==> src/rtl/instream_source.sv <==
// ---------------------------------------------------------------------------
// instream_source
//
// Test-harness stimulus source. Replays up to DEPTH preloaded signed words
// into a consumer over a valid/taken handshake. One word is offered at a time.
// After each accepted word there is a one-cycle gap, so the peak rate is one
// word every two cycles. The block also counts cycles in which an offered word
// was not taken (backpressure stalls); that count saturates.
//
// Ports:
//   clk       in   system clock, rising edge
//   rst_n     in   asynchronous active-low reset
//   start     in   begin streaming (honoured only when idle or done)
//   length    in   PW   number of words to send, clamped to DEPTH
//   data      in   WIDTH x [0:DEPTH-1] words to send, read live via pos
//   taken     in   consumer accepts value this edge (only while valid)
//   valid     out  value is being offered
//   value     out  WIDTH word currently or last offered
//   pos       out  PW   index of word being offered / offered next
//   stalls    out  SW   saturating count of valid && !taken cycles
//   busy      out  high while a stream is in progress (OFFER or GAP)
//   complete  out  all requested words delivered
// ---------------------------------------------------------------------------
module instream_source #(
    parameter int WIDTH = 11,
    parameter int DEPTH = 39,
    parameter int PW    = 6,
    parameter int SW    = 16
) (
    input  logic             clk,
    input  logic             rst_n,
    input  logic             start,
    input  logic [PW-1:0]    length,
    input  logic [WIDTH-1:0] data [0:DEPTH-1],
    input  logic             taken,
    output logic             valid,
    output logic [WIDTH-1:0] value,
    output logic [PW-1:0]    pos,
    output logic [SW-1:0]    stalls,
    output logic             busy,
    output logic             complete
);

    typedef enum logic [1:0] {
        ST_IDLE  = 2'd0,
        ST_OFFER = 2'd1,
        ST_GAP   = 2'd2,
        ST_DONE  = 2'd3
    } state_t;

    localparam logic [PW-1:0] DEPTH_W = PW'(DEPTH);

    state_t           state_reg,  state_next;
    logic [PW-1:0]    len_reg,    len_next;
    logic [PW-1:0]    pos_reg,    pos_next;
    logic [WIDTH-1:0] value_reg,  value_next;
    logic [SW-1:0]    stalls_reg, stalls_next;

    // Requested length clamped so pos can never index past the data array.
    logic [PW-1:0]    len_clamped;
    logic [PW-1:0]    pos_inc;

    assign len_clamped = (length > DEPTH_W) ? DEPTH_W : length;
    assign pos_inc     = pos_reg + PW'(1);

    always_ff @(posedge clk or negedge rst_n) begin
        if (!rst_n) begin
            state_reg  <= ST_IDLE;
            len_reg    <= '0;
            pos_reg    <= '0;
            value_reg  <= '0;
            stalls_reg <= '0;
        end else begin
            state_reg  <= state_next;
            len_reg    <= len_next;
            pos_reg    <= pos_next;
            value_reg  <= value_next;
            stalls_reg <= stalls_next;
        end
    end

    always_comb begin
        state_next  = state_reg;
        len_next    = len_reg;
        pos_next    = pos_reg;
        value_next  = value_reg;
        stalls_next = stalls_reg;

        case (state_reg)
            ST_IDLE, ST_DONE: begin
                // A restart from DONE behaves exactly like a start from IDLE.
                if (start) begin
                    len_next    = len_clamped;
                    pos_next    = '0;
                    stalls_next = '0;
                    if (len_clamped == '0) begin
                        state_next = ST_DONE;
                    end else begin
                        state_next = ST_OFFER;
                        value_next = data[0];
                    end
                end
            end

            ST_OFFER: begin
                if (taken) begin
                    pos_next   = pos_inc;
                    state_next = (pos_inc == len_reg) ? ST_DONE : ST_GAP;
                end else if (stalls_reg != '1) begin
                    stalls_next = stalls_reg + SW'(1);
                end
            end

            ST_GAP: begin
                // pos already points at the next word; pos < len_reg <= DEPTH here.
                state_next = ST_OFFER;
                value_next = data[pos_reg];
            end

            default: begin
                state_next = ST_IDLE;
            end
        endcase
    end

    assign valid    = (state_reg == ST_OFFER);
    assign busy     = (state_reg == ST_OFFER) || (state_reg == ST_GAP);
    assign complete = (state_reg == ST_DONE);
    assign value    = value_reg;
    assign pos      = pos_reg;
    assign stalls   = stalls_reg;

endmodule

==> config.mk <==
export PLATFORM = sky130hd
export DESIGN_NAME = instream_source
export DESIGN_NICKNAME = d
export VERILOG_FILES = /design/src/rtl/instream_source.sv
export SDC_FILE = /design/constraint.sdc
export NUM_CORES = 1
export LEC_CHECK = 0
export BUFFER_PORTS_ARGS = -buffer_cell sky130_fd_sc_hd__buf_2
export CORE_AREA = 3 3 186 188
export DETAILED_ROUTE_END_ITERATION = 16
export DIE_AREA = 0 0 189 191
export HOLD_SLACK_MARGIN = 0.06
export MAX_ROUTING_LAYER = met4
export PLACE_DENSITY = 0.42
export SKIP_LAST_GASP = 1
export SLEW_MARGIN = 0
export SYNTH_ARGS = -nofsm -noshare
export SYNTH_HDL_FRONTEND = slang
export SYNTH_SLANG_ARGS = --single-unit
==> constraint.sdc <==
create_clock -name clk -period 5.8 [get_ports clk]
set_input_delay 1.16 -clock clk [delete_from_list [all_inputs] [get_ports clk]]
set_output_delay 1.16 -clock clk [all_outputs]
set_load 0.1 [all_outputs]
Word level (Yosys, flattened, before mapping)
Index checks and enable logic that the tools add are counted.
{"block": "classes", "addsub": 2, "order_cmp": 2, "n_eq_ne": 10, "n_mux": 19, "bitwise_logic": 1, "n_reduce_logical": 11}
{"op": "11-bit binary-select mux with 6-bit select", "count": 1}
{"op": "16-bit 2-to-1 mux", "count": 3}
{"op": "11-bit 2-to-1 mux", "count": 4}
{"op": "16-bit one-hot mux with 2 select lines", "count": 1}
{"op": "11-bit one-hot mux with 2 select lines", "count": 1}
{"op": "6-bit 2-to-1 mux", "count": 3}
{"op": "16-bit by 1-bit adder with 16-bit output (second input constant)", "count": 1}
{"op": "16-bit inequality test (second input constant)", "count": 1}
{"op": "6-bit one-hot mux with 2 select lines", "count": 1}
{"op": "2-bit inequality test (second input constant)", "count": 4}
{"op": "7-bit >= comparator (second input constant)", "count": 1}
{"op": "6-bit inverter with 7-bit output", "count": 1}
{"op": "6-bit by 1-bit adder with 6-bit output (second input constant)", "count": 1}
{"op": "6-bit equality test", "count": 1}
{"op": "6-bit > comparator (second input constant)", "count": 1}
{"op": "6-bit logical NOT", "count": 1}
{"op": "2-bit 2-to-1 mux", "count": 3}
{"op": "2-bit one-hot mux with 3 select lines", "count": 1}
{"op": "3-bit AND reduction", "count": 2}
{"op": "2-bit equality test (second input constant)", "count": 2}
{"op": "2-bit AND reduction", "count": 2}
{"op": "4-bit AND reduction", "count": 1}
{"op": "2-bit nonzero test", "count": 2}
{"op": "2-bit by 1-bit equality test with 1-bit output (second input constant)", "count": 1}
{"op": "5 further kinds", "count": 5}
{"block": "totals", "register_bits": 41, "in_bits": 439, "output_inout_bits": 36, "elab_cells": 50}

Depth between registers and ports, before layout
Gate-level depths: netlist of the first run.
{"block": "depth", "word_depth": 6, "ltp_mapped": 10, "depth_no_buf": 7}

Worst setup path before layout of the first run
Ideal clock, no wire load.
{"block": "synth_path", "path_type": "register to register", "from": "reg state_reg[1]", "to": "reg stalls_reg[0] (netlist: stalls[0])", "setup_time_ns": 0.104, "arrival_ns": 2.562, "required_time_ns": 5.696, "setup_slack_ns": 3.135, "path_stages_with_launch": 10, "path_buffers": 3, "synth_period_minus_slack_ns": 2.665, "path_cell_list": "dfrtp_1 > inv_1 > ha_1 > buf_6 > inv_1 > nand3_1 > clkbuf_1 > buf_1 > nand3_1 > o31ai_1"}
{"block": "synth_between", "elab_cells_between_ends": 10, "classes_between": "eq/ne (5); mux (1); reduce/logical (4)"}
{"item": "from (decl)", "line": "53", "text": "state_t state_reg, state_next;"}
{"item": "from (signal assigned)", "line": "74", "text": "state_reg <= state_next;"}
{"item": "2-bit by 1-bit equality test with 1-bit output *"}
{"item": "net valid", "line": "36", "text": "output logic valid,"}
{"item": "2-bit by 1-bit inequality test with 1-bit output (no source line), or another cell as far along"}
{"item": "4-bit AND reduction (no source line)"}
{"item": "to (signal assigned)", "line": "78", "text": "stalls_reg <= stalls_next;"}
{"item": "to (decl)", "line": "57", "text": "logic [SW-1:0] stalls_reg, stalls_next;"}
Mark *: on every way through the listed nets, which the timed path passes. The rest lies on a longest branch.
A chain may end at the register's enable or synchronous reset.

Worst setup path in the final report of the first run
{"block": "layout_path", "from": "reg pos_reg[2] (netlist: pos[2])", "to": "out pos[2]"}
{"item": "from (decl)", "line": "55", "text": "logic [PW-1:0] pos_reg, pos_next;"}
{"item": "from (signal assigned)", "line": "76", "text": "pos_reg <= pos_next;"}
{"item": "to (decl)", "line": "38", "text": "output logic [PW-1:0] pos,"}
No word-level cell between the ends.

==> out/qor.yml, run 1 <==
rrSetupSlack_ns: 2.62
num_rows: 67
syn_nets: 1066
gp_congestion: 0.848
syn_area_per_cell_sq_um: 9.83
worstMarginPinSlew_ns: 1.04
outcome: "finished, final reports clean"
ff_latch_area_sq_um: 1030
pin_count: 475
sw_frac_of_total: 0.553
cts_resized: 0
crit_required_ns: 4.64
total_power_mw: 3.78
grt_usage: 0.188
syn_area_sq_um: 6110
hold_slack_ns: 0.537
p_leak_nw: 4.01
yosysSeqAreaShare: 0.168
setup_viol: 0
synth_edf_count: 0
p_switching_mw: 2.09
routed_wl_mm: 34.7
slew_headroom: 0.309
syn_inst: 622
place_hpwl_mm: 29.4
fillers: 3716
dieArea_sq_um: 36100
h-tree-depth: 2
dr.first_iter.drc_count: 325
tns_ns: 0
async_flop_share: 1.00
routedWlPerCell_microns: 22.9
grt-ovfl-total: 0
multi_input_area_sq_um: 4660
seqPwrFrac: 0.161
yosys_warnings: 0
drc: 0
cp_max_fo: 37
power_density_nw_per_um2: 423
die_w_microns: 189
cts_max_path_buffers: 2
port-buffer-count: 474
grt_pass1_wl_mm: 49.4
syn2layout_area_growth_pct: 46.2
hold_violations: 0
cap_violations: 0
grt_pass1_vias: 7564
die_y_microns: 191
crit_path_start_kind: "flop"
ys_types: 56
timing.fmax_ghz: 0.304
num_vias: 7103
rsz0062_at_grt: "false"
grt_max_degree: 61
p_int_mw: 1.69
clock_skew_ns: 0.0122
cts_setup_buffers: 0
largest_reg_flops: 16
worstHoldPathType: "reg2reg"
cts_hold_buf: 0
yosys.area.top_type: "mux4_2"
dp_slack_ns: 2.49
root_buffer: "clkbuf_16"
cts_tree: "done"
avgViaCountPerCell: 4.69
fin_crit_sh: 0.567
drive_gt1_frac: 0.560
yosysTopAreaCellShare: 0.232
design.core.area_sq_um: 33300
synth_area_leaders: "mux4_2 23%, dfrtp_1 17%, mux2i_1 6.7%"
period_minus_slack_ns: 3.29
final_nets: 1497
path_clk_slew_ns: 0.08
antenna_found_initial: 14
numCtsBuffers: 5
synthFlopType: "dfrtp_1"
postRouteAntennaNets: 0
synth.most_common_cell: "nand2_1"
initial_core_util: 0.184
dr.pass1.iters: 5
cts_sinks: 41
irDropWorstVdd_mv: 0.187
clock_latency_ns: 0.29
fin_ws_ns: 2.51
synthTopCellsByCount: "76 x nand2_1, 63 x mux4_2, 43 x nor2_1, 41 x dfrtp_1, 41 x mux2i_1"
end_kind: "output port"
p_comb_frac: 0.738
ys_seq_elements: 41
clock_power_share: 0.101
drv_slew: 0
crit_type: "reg2out"
worstPathArrival_ns: 2.13
path summary, 6_finish.rpt:
kind                               to  cells past startpoint       start
max in group asynchronous      pos[0]                      2       rst_n
max                            pos[2]                      2      pos[2]
min                        len_reg[4]                      2  len_reg[4]
max reg2reg                  value[6]                      6      pos[0]
min in group asynchronous  len_reg[3]                      2       rst_n
min reg2reg                len_reg[4]                      2  len_reg[4]
power groups by stage:
stage	combinational, mW	clock [mW]	sequential (mW)
after floorplan	1.90	0	0.863
after global placement	2.84	0	0.621
after detailed placement	2.83	0	0.620
after CTS	2.84	0.393	0.615
after global routing	3.02	0.408	0.640
final	2.79	0.382	0.606
routing by layer:
layer,up-vias,GRT usage,part of all wire
met3,32,0.0290,0.053
met2,275,0.332,0.53
met1,3446,0.223,0.39
met5,-,-,0
met4,0,0.0533,0.023
li1,3350,-,-
layout make-up:
class	instances	area share
Multi-Input combinational cell	515	0.521
Timing Repair Buffer	480	0.270
Sequential cell	41	0.116
Tap cell	448	0.0627
Clock buffer	5	0.0140
Clock inverter	3	0.00770
Inverter	10	0.00420
Antenna cell	13	0.00364
cells by family (layout without fill, tap and decap cells):
group / Yosys count / after routing / share of synthesized area
AO/OA/AOI/OAI: 153 / 153 / 0.168
XOR/XNOR: 15 / 15 / 0.0215
adder cells (fa/ha/maj): 5 / 5 / 0.0102
buffers and inverters: 66 / 498 / 0.0696
flip-flops: 41 / 41 / 0.168
multiplexers: 146 / 146 / 0.409
other: 0 / 13 / 0
AND/OR/NAND/NOR: 196 / 196 / 0.153
placed cells by master, fill, tap and decap left out, types with 4 or more instances in the layout:
cell type / instances
a211oi_1: 7
nand3_1: 24
mux2i_1: 41
ha_1: 5
diode_2: 13
nor2b_1: 8
o31ai_1: 10
a22oi_1: 27
nor2_1: 43
or4_1: 4
nand4_1: 4
a21oi_1: 33
mux2_2: 28
o21ai_1: 9
nand2b_1: 11
inv_1: 9
mux4_1: 13
a31oi_1: 10
xnor2_1: 11
a221oi_1: 16
mux4_2: 63
o21ai_0: 16
clkbuf_16: 5
buf_4: 6
buf_2: 474
nor3_1: 4
nand2_1: 76
dfrtp_1: 38
xor2_1: 4
and2_1: 5
o22ai_1: 4
a311oi_1: 8
worst max-delay path: stages, from the launching register on:
cell     delay, ns
dfrtp_2       0.73
buf_4         0.52
buf_2         0.52
metrics by stage:
step | cell area [sq um] | util | instances
after CTS | 8900 | 0.268 | 1502
after global placement | 8710 | 0.262 | 1494
after detailed placement | 8710 | 0.262 | 1494
final | 8940 | 0.269 | 1515
after global routing | 8940 | 0.269 | 1515
after floorplan | 6110 | - | 622
(Power assumes the default switching activity.)
==> inputs of run 2 (changes only) <==
Settings changed: CORE_AREA 3 3 186 188 to 3 3 184 186, DIE_AREA 0 0 189 191 to 0 0 187 189, PLACE_DENSITY 0.42 to 0.43.
Clock period 5.8 ns to 3.34 ns, I/O delays scaled along.
==> out/qor.yml, run 2 (synthesis results as in run 1) <==
irDropWorstVdd_mv: 0.396  # was 0.187 mV
grt_max_degree: 66  # was 61
dieArea_sq_um: 35300  # was 36,100 sq um
cp_max_fo: 27  # was 37
cts_sinks: 41  # unchanged
dr.first_iter.drc_count: 484  # was 325
timing.fmax_ghz: 0.383
grt_pass1_vias: 7754  # was 7,564
postRouteAntennaNets: 0  # unchanged
cts_max_path_buffers: 2  # unchanged
die_y_microns: 189  # was 191 microns
initial_core_util: 0.188  # was 0.184
cts_tree: "done"  # unchanged
drv_slew: 0  # unchanged
crit_path_start_kind: "flop"  # unchanged
dr.pass1.iters: 5  # unchanged
period_minus_slack_ns: 2.61
final_cell_mix: "474 x buf_2, 76 x nand2_1, 63 x mux4_2"  # unchanged
timing.rr.start: "pos[0]"  # unchanged
root_buffer: "clkbuf_16"  # unchanged
gp_congestion: 0.901  # was 0.848
numCtsBuffers: 5  # unchanged
path_clk_slew_ns: 0.07  # was 0.08 ns
num_rows: 66  # was 67
clock_latency_ns: 0.29  # about the same
cts_setup_buffers: 0  # unchanged
worstMarginPinSlew_ns: 1.06  # was 1.04 ns
routed_wl_mm: 35.2  # was 34.7 mm
crit_start: "pos[0]"  # was pos[2]
worstPathArrival_ns: 2.77  # was 2.13 ns
syn2layout_area_growth_pct: 47.9  # was 46.2%
grt-ovfl-total: 0  # unchanged
num_vias: 7265  # was 7,103
rsz0062_at_grt: "false"  # unchanged
pin_count: 475  # unchanged
crit_type: "reg2reg"  # was reg2out
grt_pass1_wl_mm: 49.5  # was 49.4 mm
crit_chain: "buf_4 > mux4_2 > nand2_1 > a21oi_1 > a311oi_1 > o21ai_1"  # was buf_4 > buf_2
outcome: "finished, final reports clean"  # unchanged
worstHoldPathType: "in2async"  # was reg2reg
largest_reg_flops: 16  # unchanged
cts_resized: 0  # unchanged
place_hpwl_mm: 30.3  # was 29.4 mm
total_power_mw: 6.71  # was 3.78 mW
antenna_found_initial: 7  # was 14
crit_required_ns: 3.50  # was 4.64 ns
drive_gt1_frac: 0.566  # was 0.560
slew_headroom: 0.290  # was 0.309
setup_viol: 0  # unchanged
hold_violations: 0  # unchanged
power_density_nw_per_um2: 742  # was 423 nW/um^2
design.core.area_sq_um: 32500  # was 33,300 sq um
cap_violations: 0  # unchanged
layout_commonest_cell: "buf_2"  # unchanged
fin_crit_sh: 0.782
drc: 0  # unchanged
p_leak_nw: 4.09  # was 4.01 nW
clock_skew_ns: 0.00863  # was 0.0122 ns
crit_path_max_incr_delay_ns: 0.76  # was 0.73 ns
h-tree-depth: 2  # unchanged
end_kind: "flop"  # was output port
cts_hold_buf: 0  # unchanged
critPathSlowestCell: "dfrtp_4"  # was dfrtp_2
fillers: 3569  # was 3,716
port-buffer-count: 474  # unchanged
avgViaCountPerCell: 4.78  # was 4.69
die_w_microns: 187  # was 189 microns
routedWlPerCell_microns: 23.1  # was 22.9 microns
tns_ns: 0  # unchanged
final_nets: 1513  # was 1,497
grt_usage: 0.193  # was 0.188
run 2: changes by cell type in the layout (fill, tap and decap cells not counted), sizes merged:
cell,change
inv,-1
bufinv,-1
buf,+16
clkbuf,+1
clkinvlp,+1
diode,-6
run 2: critical path: cells and delay by family, from the launching register on:
family | cells | cell delay [ns]
mux | 1 | 0.55
simple gates | 1 | 0.08
compound gates | 3 | 0.71
buf+inv | 1 | 0.38
flops | 1 | 0.76
run 2: through the flow:
stage           util  std cells  setup slack, ns  hold WS, ns  instance area, sq um
4_1_cts        0.278       1512            0.612        0.451                  9020
3_5_place_dp   0.273       1504            0.549        0.501                  8850
6_report       0.279       1519            0.729        0.427                  9040
5_1_grt        0.279       1519            0.464        0.475                  9040
3_3_place_gp   0.273       1504            0.505        0.490                  8850
2_1_floorplan      -        622            0.675        0.372                  6110
run 2: final cells by class:
type | count | area, sq um | share of cell area
Tap cell | 442 | 553 | 0.0612
Sequential cell | 41 | 1030 | 0.114
Clock buffer | 6 | 139 | 0.0154
Antenna cell | 7 | 17.5 | 0.00194
Inverter | 10 | 37.5 | 0.00415
Timing Repair Buffer | 496 | 2560 | 0.283
Clock inverter | 2 | 37.5 | 0.00415
Multi-Input combinational cell | 515 | 4660 | 0.515
run 2: final timing paths:
check                      slack, ns  cells past startpoint         end
max                             0.73                      6    value[3]
min                             0.43                      1  len_reg[3]
min in group clk                0.52                      2  len_reg[3]
max reg2reg                     0.73                      6    value[3]
min reg2reg                     0.52                      2  len_reg[3]
max in group asynchronous       2.15                      2    value[8]
run 2: layer usage:
layer	share of wire	GRT usage	up-vias
met4	0.016	0.0471	0
li1	-	-	3383
met1	0.40	0.230	3595
met3	0.045	0.0267	25
met5	0	-	-
met2	0.54	0.344	262
run 2: power by group:
part | switching (mW) | leakage (nW) | internal [mW]
clock network | 0.232 | 0.0831 | 0.374
registers | 0.254 | 0.524 | 0.660
logic | 3.25 | 3.48 | 1.94
total | 3.73 | 4.09 | 2.98
==> inputs of run 3 (changes only) <==
Settings changed: CORE_AREA 3 3 184 186 to 3 3 182 184, DIE_AREA 0 0 187 189 to 0 0 185 187, PLACE_DENSITY 0.43 to 0.45.
Clock period 3.34 ns to 2.4 ns, I/O delays scaled along.
==> out/qor.yml, run 3 (synthesis results as in run 1) <==
numCtsBuffers: 5  # unchanged
cp_max_fo: 15  # was 27
crit_chain: "buf_12 > mux4_1 > mux4_2 > nand2b_1 > a21o_1 > a41oi_1"  # was buf_4 > mux4_2 > nand2_1 > a21oi_1 > a311oi_1 > o21ai_1
avgViaCountPerCell: 4.83  # was 4.78
die_w_microns: 185  # was 187 microns
worstMarginPinSlew_ns: 0.726  # was 1.06 ns
power_density_nw_per_um2: 1040  # was 742 nW/um^2
grt_pass1_vias: 7590  # was 7,754
tns_ns: 0  # unchanged
dieArea_sq_um: 34600  # was 35,300 sq um
rrSetupSlack_ns: 0.15  # was 0.73 ns
path_buf_inv: 1  # unchanged
timing.rr.start: "pos[0]"  # unchanged
crit_path_max_incr_delay_ns: 0.56  # was 0.76 ns
grt_max_degree: 47  # was 66
initial_core_util: 0.194  # was 0.188
drive_gt1_frac: 0.581  # was 0.566
place_hpwl_mm: 29.5  # was 30.3 mm
layout_commonest_cell: "buf_2"  # unchanged
cts_max_path_buffers: 2  # unchanged
path_clk_slew_ns: 0.07  # about the same
irDropWorstVdd_mv: 0.499  # was 0.396 mV
crit_type: "reg2reg"  # unchanged
final_nets: 1543  # was 1,513
rsz0062_at_grt: "false"  # unchanged
cts_hold_buf: 0  # unchanged
grt-ovfl-total: 0  # unchanged
num_rows: 65  # was 66
crit_family: "multiplexers"  # was flip-flops
cts_tree: "done"  # unchanged
grt_usage: 0.192  # was 0.193
design.core.area_sq_um: 31600  # was 32,500 sq um
grt_pass1_wl_mm: 48.6  # was 49.5 mm
slew_headroom: 0.514  # was 0.290
hold_violations: 0  # unchanged
total_power_mw: 9.65  # was 6.71 mW
h-tree-depth: 2  # unchanged
setup_viol: 0  # unchanged
clock_latency_ns: 0.29  # about the same
reg2reg_to: "value[6]"  # was value[3]
dr.pass1.iters: 5  # unchanged
fin_crit_sh: 0.937  # was 0.782
final_cell_mix: "471 x buf_2, 76 x nand2_1, 63 x mux4_2"  # was 474 x buf_2, 76 x nand2_1, 63 x mux4_2
worstPathArrival_ns: 2.39  # was 2.77 ns
port-buffer-count: 474  # unchanged
timing.fmax_ghz: 0.445  # was 0.383 GHz
routed_wl_mm: 33.9  # was 35.2 mm
cts_setup_buffers: 0  # unchanged
ff2ff_path_depth: 6  # unchanged
period_minus_slack_ns: 2.25  # was 2.61 ns
postRouteAntennaNets: 0  # unchanged
root_buffer: "clkbuf_16"  # unchanged
antenna_found_initial: 9  # was 7
outcome: "finished, final reports clean"  # unchanged
cap_violations: 0  # unchanged
drc: 0  # unchanged
pin_count: 475  # unchanged
routedWlPerCell_microns: 22.4  # was 23.1 microns
end_kind: "flop"  # unchanged
critPathSlowestCell: "mux4_1"  # was dfrtp_4
dr.first_iter.drc_count: 404  # was 484
cp_num_cells: 6  # unchanged
crit_required_ns: 2.55  # was 3.50 ns
num_vias: 7300  # was 7,265
syn2layout_area_growth_pct: 52.6  # was 47.9%
crit_start: "pos[0]"  # unchanged
drv_slew: 0  # unchanged
worstHoldPathType: "in2async"  # unchanged
p_leak_nw: 4.24  # was 4.09 nW
clock_skew_ns: 0.00856  # was 0.00863 ns
crit_path_start_kind: "flop"  # unchanged
largest_reg_flops: 16  # unchanged
cts_resized: 0  # unchanged
cts_sinks: 41  # unchanged
gp_congestion: 0.884  # was 0.901
die_y_microns: 187  # was 189 microns
==> run 3: worst max-delay path by stage <==
stage,to,slack (ns)
2_1_floorplan,stalls[12],0.008
3_3_place_gp,value[6],0.18
3_5_place_dp,value[6],0.15
4_1_cts,value[6],0.14
5_1_grt,value[6],0.07
6_report,value[6],0.15
==> run 3: through the flow <==
step	std cells	area, sq um	utilization	setup WS (ns)	hold slack (ns)
6_report	1511	9330	0.296	0.151	0.152
5_1_grt	1511	9330	0.296	0.0748	0.175
3_3_place_gp	1494	9150	0.290	0.183	0.473
3_5_place_dp	1494	9150	0.290	0.154	0.476
4_1_cts	1502	9300	0.295	0.140	0.163
2_1_floorplan	622	6120	-	0.00757	0.184
==> run 3: per-layer routing <==
layer,up-vias,GRT usage,part of all wire
met3,29,0.0253,0.054
met2,299,0.335,0.53
met5,-,-,0
met1,3536,0.236,0.40
met4,0,0.0387,0.020
li1,3436,-,-
==> run 3: area by class of cell <==
cell class / instances / area, sq um
Fill cell: 3445 / 22200
Multi-Input combinational cell: 515 / 4660
Timing Repair Buffer: 526 / 2910
Sequential cell: 41 / 1040
Tap cell: 402 / 503
Clock buffer: 7 / 143
Inverter: 10 / 41.3
Antenna cell: 9 / 22.5
Clock inverter: 1 / 7.51
==> run 3: power by group <==
part	total, mW	switching (mW)	internal [mW]
clock network	0.722	0.306	0.416
registers	1.17	0.252	0.922
logic	7.76	4.65	3.11
total	9.65	5.21	4.45
